### src/rtl/key_dir_arbiter.sv
// key_dir_arbiter: debounces four direction keys, resolves opposing keys per
// axis with last-pressed-wins, and reports how long the current direction
// code has been held. Everything runs on clk22, one update per game tick.
module key_dir_arbiter #(
   parameter int DEBOUNCE = 2
) (
   input  logic       clk22,
   input  logic       rst,
   input  logic       gameover,
   input  logic [3:0] keys,
   output logic [3:0] btnstate,
   output logic [7:0] held
);

   // Axis state encoding doubles as the output code for that axis.
   localparam logic [1:0] ST_IDLE = 2'b00;
   localparam logic [1:0] ST_A    = 2'b10;
   localparam logic [1:0] ST_B    = 2'b01;

   localparam logic [3:0] DB_LAST = 4'(DEBOUNCE - 1);

   logic [3:0] filt;
   logic [3:0] filt_d_reg;
   logic [3:0] rise;
   logic [3:0] btn_next;
   logic [3:0] btn_reg;
   logic [7:0] held_reg;

   // Per-key debounce: the filtered level flips only after DEBOUNCE
   // consecutive disagreeing samples, so shorter glitches never pass.
   for (genvar gi = 0; gi < 4; gi++) begin : g_key
      logic [3:0] cnt_reg;
      logic       filt_reg;

      // Count consecutive disagreements and flip once the run is long enough.
      always_ff @(posedge clk22) begin
         if (rst) begin
            cnt_reg  <= 4'd0;
            filt_reg <= 1'b0;
         end else if (keys[gi] == filt_reg) begin
            cnt_reg  <= 4'd0;
         end else if (cnt_reg == DB_LAST) begin
            filt_reg <= keys[gi];
            cnt_reg  <= 4'd0;
         end else begin
            cnt_reg  <= cnt_reg + 4'd1;
         end
      end

      assign filt[gi] = filt_reg;
   end

   // Delayed copy of the filtered levels for rising-edge detection.
   always_ff @(posedge clk22) begin
      if (rst) filt_d_reg <= 4'b0000;
      else     filt_d_reg <= filt;
   end

   assign rise = filt & ~filt_d_reg;

   // Axis 0 is horizontal (a = left, b = right), axis 1 is vertical
   // (a = up, b = down); key bit 2*gi+1 is a, bit 2*gi is b.
   for (genvar gi = 0; gi < 2; gi++) begin : g_axis
      logic [1:0] st_reg;
      logic [1:0] st_next;
      logic       a;
      logic       b;
      logic       rise_a;
      logic       rise_b;

      assign a      = filt[2*gi+1];
      assign b      = filt[2*gi];
      assign rise_a = rise[2*gi+1];
      assign rise_b = rise[2*gi];

      // Last-pressed-wins transitions; both keys from idle selects nothing.
      always_comb begin
         st_next = st_reg;
         if (gameover) begin
            st_next = ST_IDLE;
         end else begin
            case (st_reg)
               ST_IDLE: begin
                  if (a && !b)      st_next = ST_A;
                  else if (b && !a) st_next = ST_B;
                  else              st_next = ST_IDLE;
               end
               ST_A: begin
                  if (!a && !b)         st_next = ST_IDLE;
                  else if (!a && b)     st_next = ST_B;
                  else if (a && rise_b) st_next = ST_B;
                  else                  st_next = ST_A;
               end
               ST_B: begin
                  if (!a && !b)         st_next = ST_IDLE;
                  else if (a && !b)     st_next = ST_A;
                  else if (b && rise_a) st_next = ST_A;
                  else                  st_next = ST_B;
               end
               default: st_next = ST_IDLE;
            endcase
         end
      end

      // Axis state register.
      always_ff @(posedge clk22) begin
         if (rst) st_reg <= ST_IDLE;
         else     st_reg <= st_next;
      end

      assign btn_next[2*gi+1:2*gi] = st_next;
   end

   // Registered direction code and saturating hold counter, updated together
   // so held can compare the upcoming code against the one on the output.
   always_ff @(posedge clk22) begin
      if (rst) begin
         btn_reg  <= 4'b0000;
         held_reg <= 8'd0;
      end else begin
         btn_reg <= btn_next;
         if (btn_next == 4'b0000 || btn_next != btn_reg)
            held_reg <= 8'd0;
         else if (held_reg != 8'hFF)
            held_reg <= held_reg + 8'd1;
      end
   end

   assign btnstate = btn_reg;
   assign held     = held_reg;

endmodule

### config.mk
export PLATFORM = sky130hd
export DESIGN_NAME = key_dir_arbiter
export DESIGN_NICKNAME = d
export VERILOG_FILES = /design/src/rtl/key_dir_arbiter.sv
export SDC_FILE = /design/constraint.sdc
export NUM_CORES = 1
export LEC_CHECK = 0
export CAP_MARGIN = 20
export CELL_PAD_IN_SITES_DETAIL_PLACEMENT = 1
export CELL_PAD_IN_SITES_GLOBAL_PLACEMENT = 1
export CORE_MARGIN = 8
export CORE_UTILIZATION = 47
export CTS_CLUSTER_SIZE = 14
export DETAILED_ROUTE_END_ITERATION = 10
export DONT_BUFFER_PORTS = 1
export PLACE_DENSITY_LB_ADDON = 0.1
export SLEW_MARGIN = 5
export SYNTH_ARGS = -nofsm -noshare
export SYNTH_HDL_FRONTEND = slang
export SYNTH_SLANG_ARGS = --single-unit
### constraint.sdc
create_clock -name clk22 -period 2.04 [get_ports clk22]
set_clock_uncertainty 0.05 [all_clocks]
set_input_delay 0.408 -clock clk22 [delete_from_list [all_inputs] [get_ports clk22]]
set_output_delay 0.408 -clock clk22 [all_outputs]
set_load 0.03 [all_outputs]
# Word-level counts from Yosys, hierarchy flattened
# Cells that the tools add are included.
# W data, S select, Z words.
[totals] wordCells=85 regBits=40 out_inout_bits=12
[classes] n_mux=20 n_eq_ne=14 reduce_logical=27 bitwise=6 n_addsub=5
[op_table] cell="$mux W2" count=16
[op_table] cell="$add A4 B1 Y4 const B" count=4
[op_table] cell="$eq A4 B1 Y1 const B" count=4
[op_table] cell="$pmux W2 S3" count=2
[op_table] cell="$reduce_or A3 Y1" count=4
[op_table] cell="$logic_and A1 B1 Y1" count=10
[op_table] cell="$add A8 B1 Y8 const B" count=1
[op_table] cell="$ne A8 B8 Y1 const B" count=1
[op_table] cell="$reduce_and A2 Y1" count=4
[op_table] cell="$and A4 B4 Y4" count=1
[op_table] cell="$eq A1 B1 Y1" count=4
[op_table] cell="$eq A2 B1 Y1 const B" count=2
[op_table] cell="$eq A2 B2 Y1 const B" count=2
[op_table] cell="$logic_not A1 Y1" count=4
[op_table] cell="$logic_not A2 Y1" count=2
[op_table] cell="$logic_not A4 Y1" count=1
[op_table] cell="$ne A4 B4 Y1" count=1
[op_table] cell="$not A1 Y1" count=4
[op_table] cell="$not A4 Y4" count=1
[op_table] cell="$mux W1" count=2
[op_table] cell="$reduce_or A2 Y1" count=1
[op_table] cell="$logic_or A1 B1 Y1" count=1

# Depth between registers and ports, before layout
# Gate-level depths: netlist of the first run.
[depth] depth_word=11 depth_mapped=7 depth_no_buf=6

# Worst setup path before layout of the first run
# Ideal clock, no wire load.
[synth_timing] kind="register -> register" startpoint="register held_reg[0] (netlist: held[0])" endpoint="register held_reg[4] (netlist: held[4])" arrival_ns=1.695 slack_ns=0.215 setup_time_ns=0.079 path_stages_with_launch=7 n_path_buf=1 t_required_ns=1.911 path_cell_list="dfxtp_1 ha_1 nand4_1 or2_1 clkbuf_1 and4_1 a211oi_2"
[synth_between] elab_chain_cells=1
[synth_rtl] item="from (decl)" line_no="27" text="logic [7:0] held_reg;"
[synth_rtl] item="from (signal assigned)" line_no="125" text="held_reg <= held_reg + 8'd1;"
[synth_rtl] item="$add A8 B1 Y8 / $ne A8 B8 Y1 (equally long branches)" line_no="125, 124"
# Parallel ways exist; a longest one is shown, timed or not.
# A chain may end at the register's enable or synchronous reset.

# Final worst setup path of the first run
[layout_timing] startpoint="register g_axis[1].st_reg[0]" endpoint="register held_reg[4] (netlist: held[4])"
[layout_between] elab_chain_cells=6
[layout_rtl] item="from (decl)" line_no="64" text="logic [1:0] st_reg;"
[layout_rtl] item="from (signal assigned)" line_no="108" text="else st_reg <= st_next;"
[layout_rtl] item="$eq A2 B1 Y1, or another cell as far along" line_no="82" text="case (st_reg)"
[layout_rtl] item="$pmux W2 S3 (*)" line_no="82"
[layout_rtl] item="$mux W2 (*)" line_no="79" text="if (gameover) begin"
[layout_rtl] item="$ne A4 B4 Y1 / $logic_not A4 Y1 (equally long branches)" line_no="122" text="if (btn_next == 4'b0000 || btn_next != btn_reg)"
[layout_rtl] item="$logic_or A1 B1 Y1 (*)" line_no="122"
[layout_rtl] item="$reduce_or A2 Y1 (no line) (*)"
# Mark *: on every way between the ends. The rest lies on a longest branch, timed or not.

==> metrics.cfg, run 1 <==
[worst_setup_path]
critPathArrivalTime_ns = 1.95
cp_max_fo = 11
critical_path_class = flip-flop to flip-flop
crit_path_end_kind = flip-flop
worstSetupStartpoint = g_axis[1].st_reg[0]
worstPathRequired_ns = 2.20
rr_startpoint = g_axis[1].st_reg[0]
reg2reg_depth = 5
rrSetupSlack_ns = 0.24
cp-start-kind = flip-flop

[global_routing]
grt_pass1_wl_mm = 6.57
grt_pass1_vias = 1411
grt_util_all_layers_pct = 13.2
grt_overflow_total = 0
grt_max_degree = 19
antenna_found_initial = 0

[logic_synthesis]
yosys_most_used_dff = dfxtp_1
synthCells = 186
syn-num-nets = 202
syn_avg_cell_area_um2 = 9.42
async_reset_ff_share_pct = 0
ys_ff_latch = 36
synth_top_area_share_pct = 41.1
yosys.area.top_type = dfxtp_1
synthTopCellsByCount = dfxtp_1, nor2_1, ha_1, nand3_1, xnor2_1
synth_area_leaders = dfxtp_1, nor2_1, ha_1, xnor2_1, nor3b_1
synth-edff-count = 0
syn-cell-area_um2 = 1750
synth_warnings = 0
synth_cell_types = 41
synthMostInstantiatedCell = dfxtp_1
synth_seq_area_share_pct = 41.1

[sta]
slew_viol_final = 0
setup_tns_ns = 0
rsz0062_at_grt = false
whs_ns = 0.141
max_freq_mhz = 556
fin_crit_ns = 1.80
final-hold-violation-count = 0
finalCritPeriodShare_pct = 88.2
slew_headroom_pct = 69.3
finalSetupViolCount = 0
tightest_slew_ns = 0.459

[floorplanning]
rows = 22
ios = 19
start_util_pct = 48.2
placeableCoreArea_um2 = 3630
die_area_um2 = 5940
chipWidth_um = 77.1
dieHeight_um = 77.1

[placement]
dp.cells = 238
port_buffers = 0
dpl.hpwl_mm = 2.77
place_congestion = 0.775

[cts]
cts_buffer_depth = 2
cts_tree = yes
cts_num_sinks = 36
hold_buffers = 0
clockRootBuffer = clkbuf_8
cts_resized = 0
cts_buffers = 5
cts_setup_buffers = 0
path_clk_slew_ns = 0.07
clock_latency_ns = 0.28
htree_levels = 2

[cells_and_area]
num_antenna_cells = 0
drive_above_1_share_pct = 14.7
nets = 213
fin_cells = 245
syn_to_final_growth_pct = 11.1
largest_reg_flops = 16

[power]
ir_drop_mv = 0.390
comb_power_share_pct = 8.1
clkPwrFrac_pct = 38.0
power_frac_seq_pct = 53.9
intPower_mw = 1.09
net-switching-power_uw = 322
p_leak_nw = 0.734
powerDensity_nw_per_um2 = 723
totalPowerFinal_mw = 1.41
power_switching_share_pct = 22.9

[route]
vias = 1330
drt_pass1_iterations = 4
via_per_inst = 5.43
wl_mm = 3.67
drt_first_iter_violations = 50
drc_errors = 0
routedWlPerCell_um = 15.0
drtAntennaViolNets = 0

[worst_hold_path]
min_path_cells = 1
worstHoldStart = rst
hold_class = input pin to flip-flop

[outcome]
status = finished, final reports clean

[run]
drv_cap = 0

-- worst max-delay path, stage by stage (launching register included) --
cell      delay [ns]
dfxtp_2         0.46
and3b_1         0.22
o31a_1          0.33
nor4_4          0.27
o311ai_4        0.20
a211oi_2        0.19
-- power groups by stage --
stage | registers [mW] | clock network, mW | logic [mW]
5_1_grt | 0.763 | 0.578 | 0.130
2_1_floorplan | 0.765 | 0 | 0.104
3_5_place_dp | 0.774 | 0 | 0.116
4_1_cts | 0.758 | 0.550 | 0.116
3_3_place_gp | 0.771 | 0 | 0.110
6_report | 0.758 | 0.535 | 0.114
-- logic make-up after synthesis --
group / after synthesis / synth area share [%]
AND/OR/NAND/NOR: 87 / 28.7
flip-flops: 36 / 41.1
AO/OA/AOI/OAI: 23 / 10.3
XOR/XNOR: 13 / 6.50
buffers and inverters: 13 / 4.07
adder cells (fa/ha/maj): 9 / 6.43
multiplexers: 5 / 2.86
-- placed cells by master, fill, tap and decap left out, types with 5 or more instances in the layout --
cell,instances
o21ai_0,5
ha_1,9
inv_1,5
a21oi_1,6
xnor2_1,9
dfxtp_1,35
mux2i_1,5
nor2b_1,7
nor2_1,31
clkbuf_8,7
nand3_1,9
nand2b_1,6
buf_4,12
nor3b_1,7
-- final timing paths --
check / endpoint
worst min-delay path: filt_d_reg[2]
worst max register to register: held[4]
worst max-delay path: held[4]
worst min register to register: g_key[0].cnt_reg[0]
-- per-stage QoR --
step / worst slack, ns / instance area (um2) / utilization, %
2_1_floorplan: 0.215 / 1750 / -
3_3_place_gp: 0.221 / 1850 / 50.9
3_5_place_dp: 0.0797 / 1850 / 50.9
4_1_cts: 0.0796 / 1950 / 53.5
5_1_grt: 0.129 / 1950 / 53.6
6_report: 0.240 / 1950 / 53.6
-- per-layer routing --
| layer | track usage, % | routed length [um] |
|---|---|---|
| met2 | 24.1 | 1950 |
| met5 | 0 | 0 |
| met1 | 14.3 | 1550 |
| met3 | 3.03 | 115 |
| met4 | 5.47 | 45 |
-- cell type report --
| type | instances | area, um2 |
|---|---|---|
| multi-input combinational | 137 | 960 |
| tap | 48 | 60.1 |
| clock buffer | 7 | 96.3 |
| timing repair buffer | 12 | 90.1 |
| fill | 430 | 1690 |
| inverter | 5 | 18.8 |
| sequential | 36 | 722 |
No activity file was read; power rests on OpenSTA's default activity.
==> run 2, diff against run 1 <==
- GPL_ROUTABILITY_DRIVEN: default -> 1
==> results of run 2 <==
No change in the layout: final DEF, timing and power equal those of run 1.
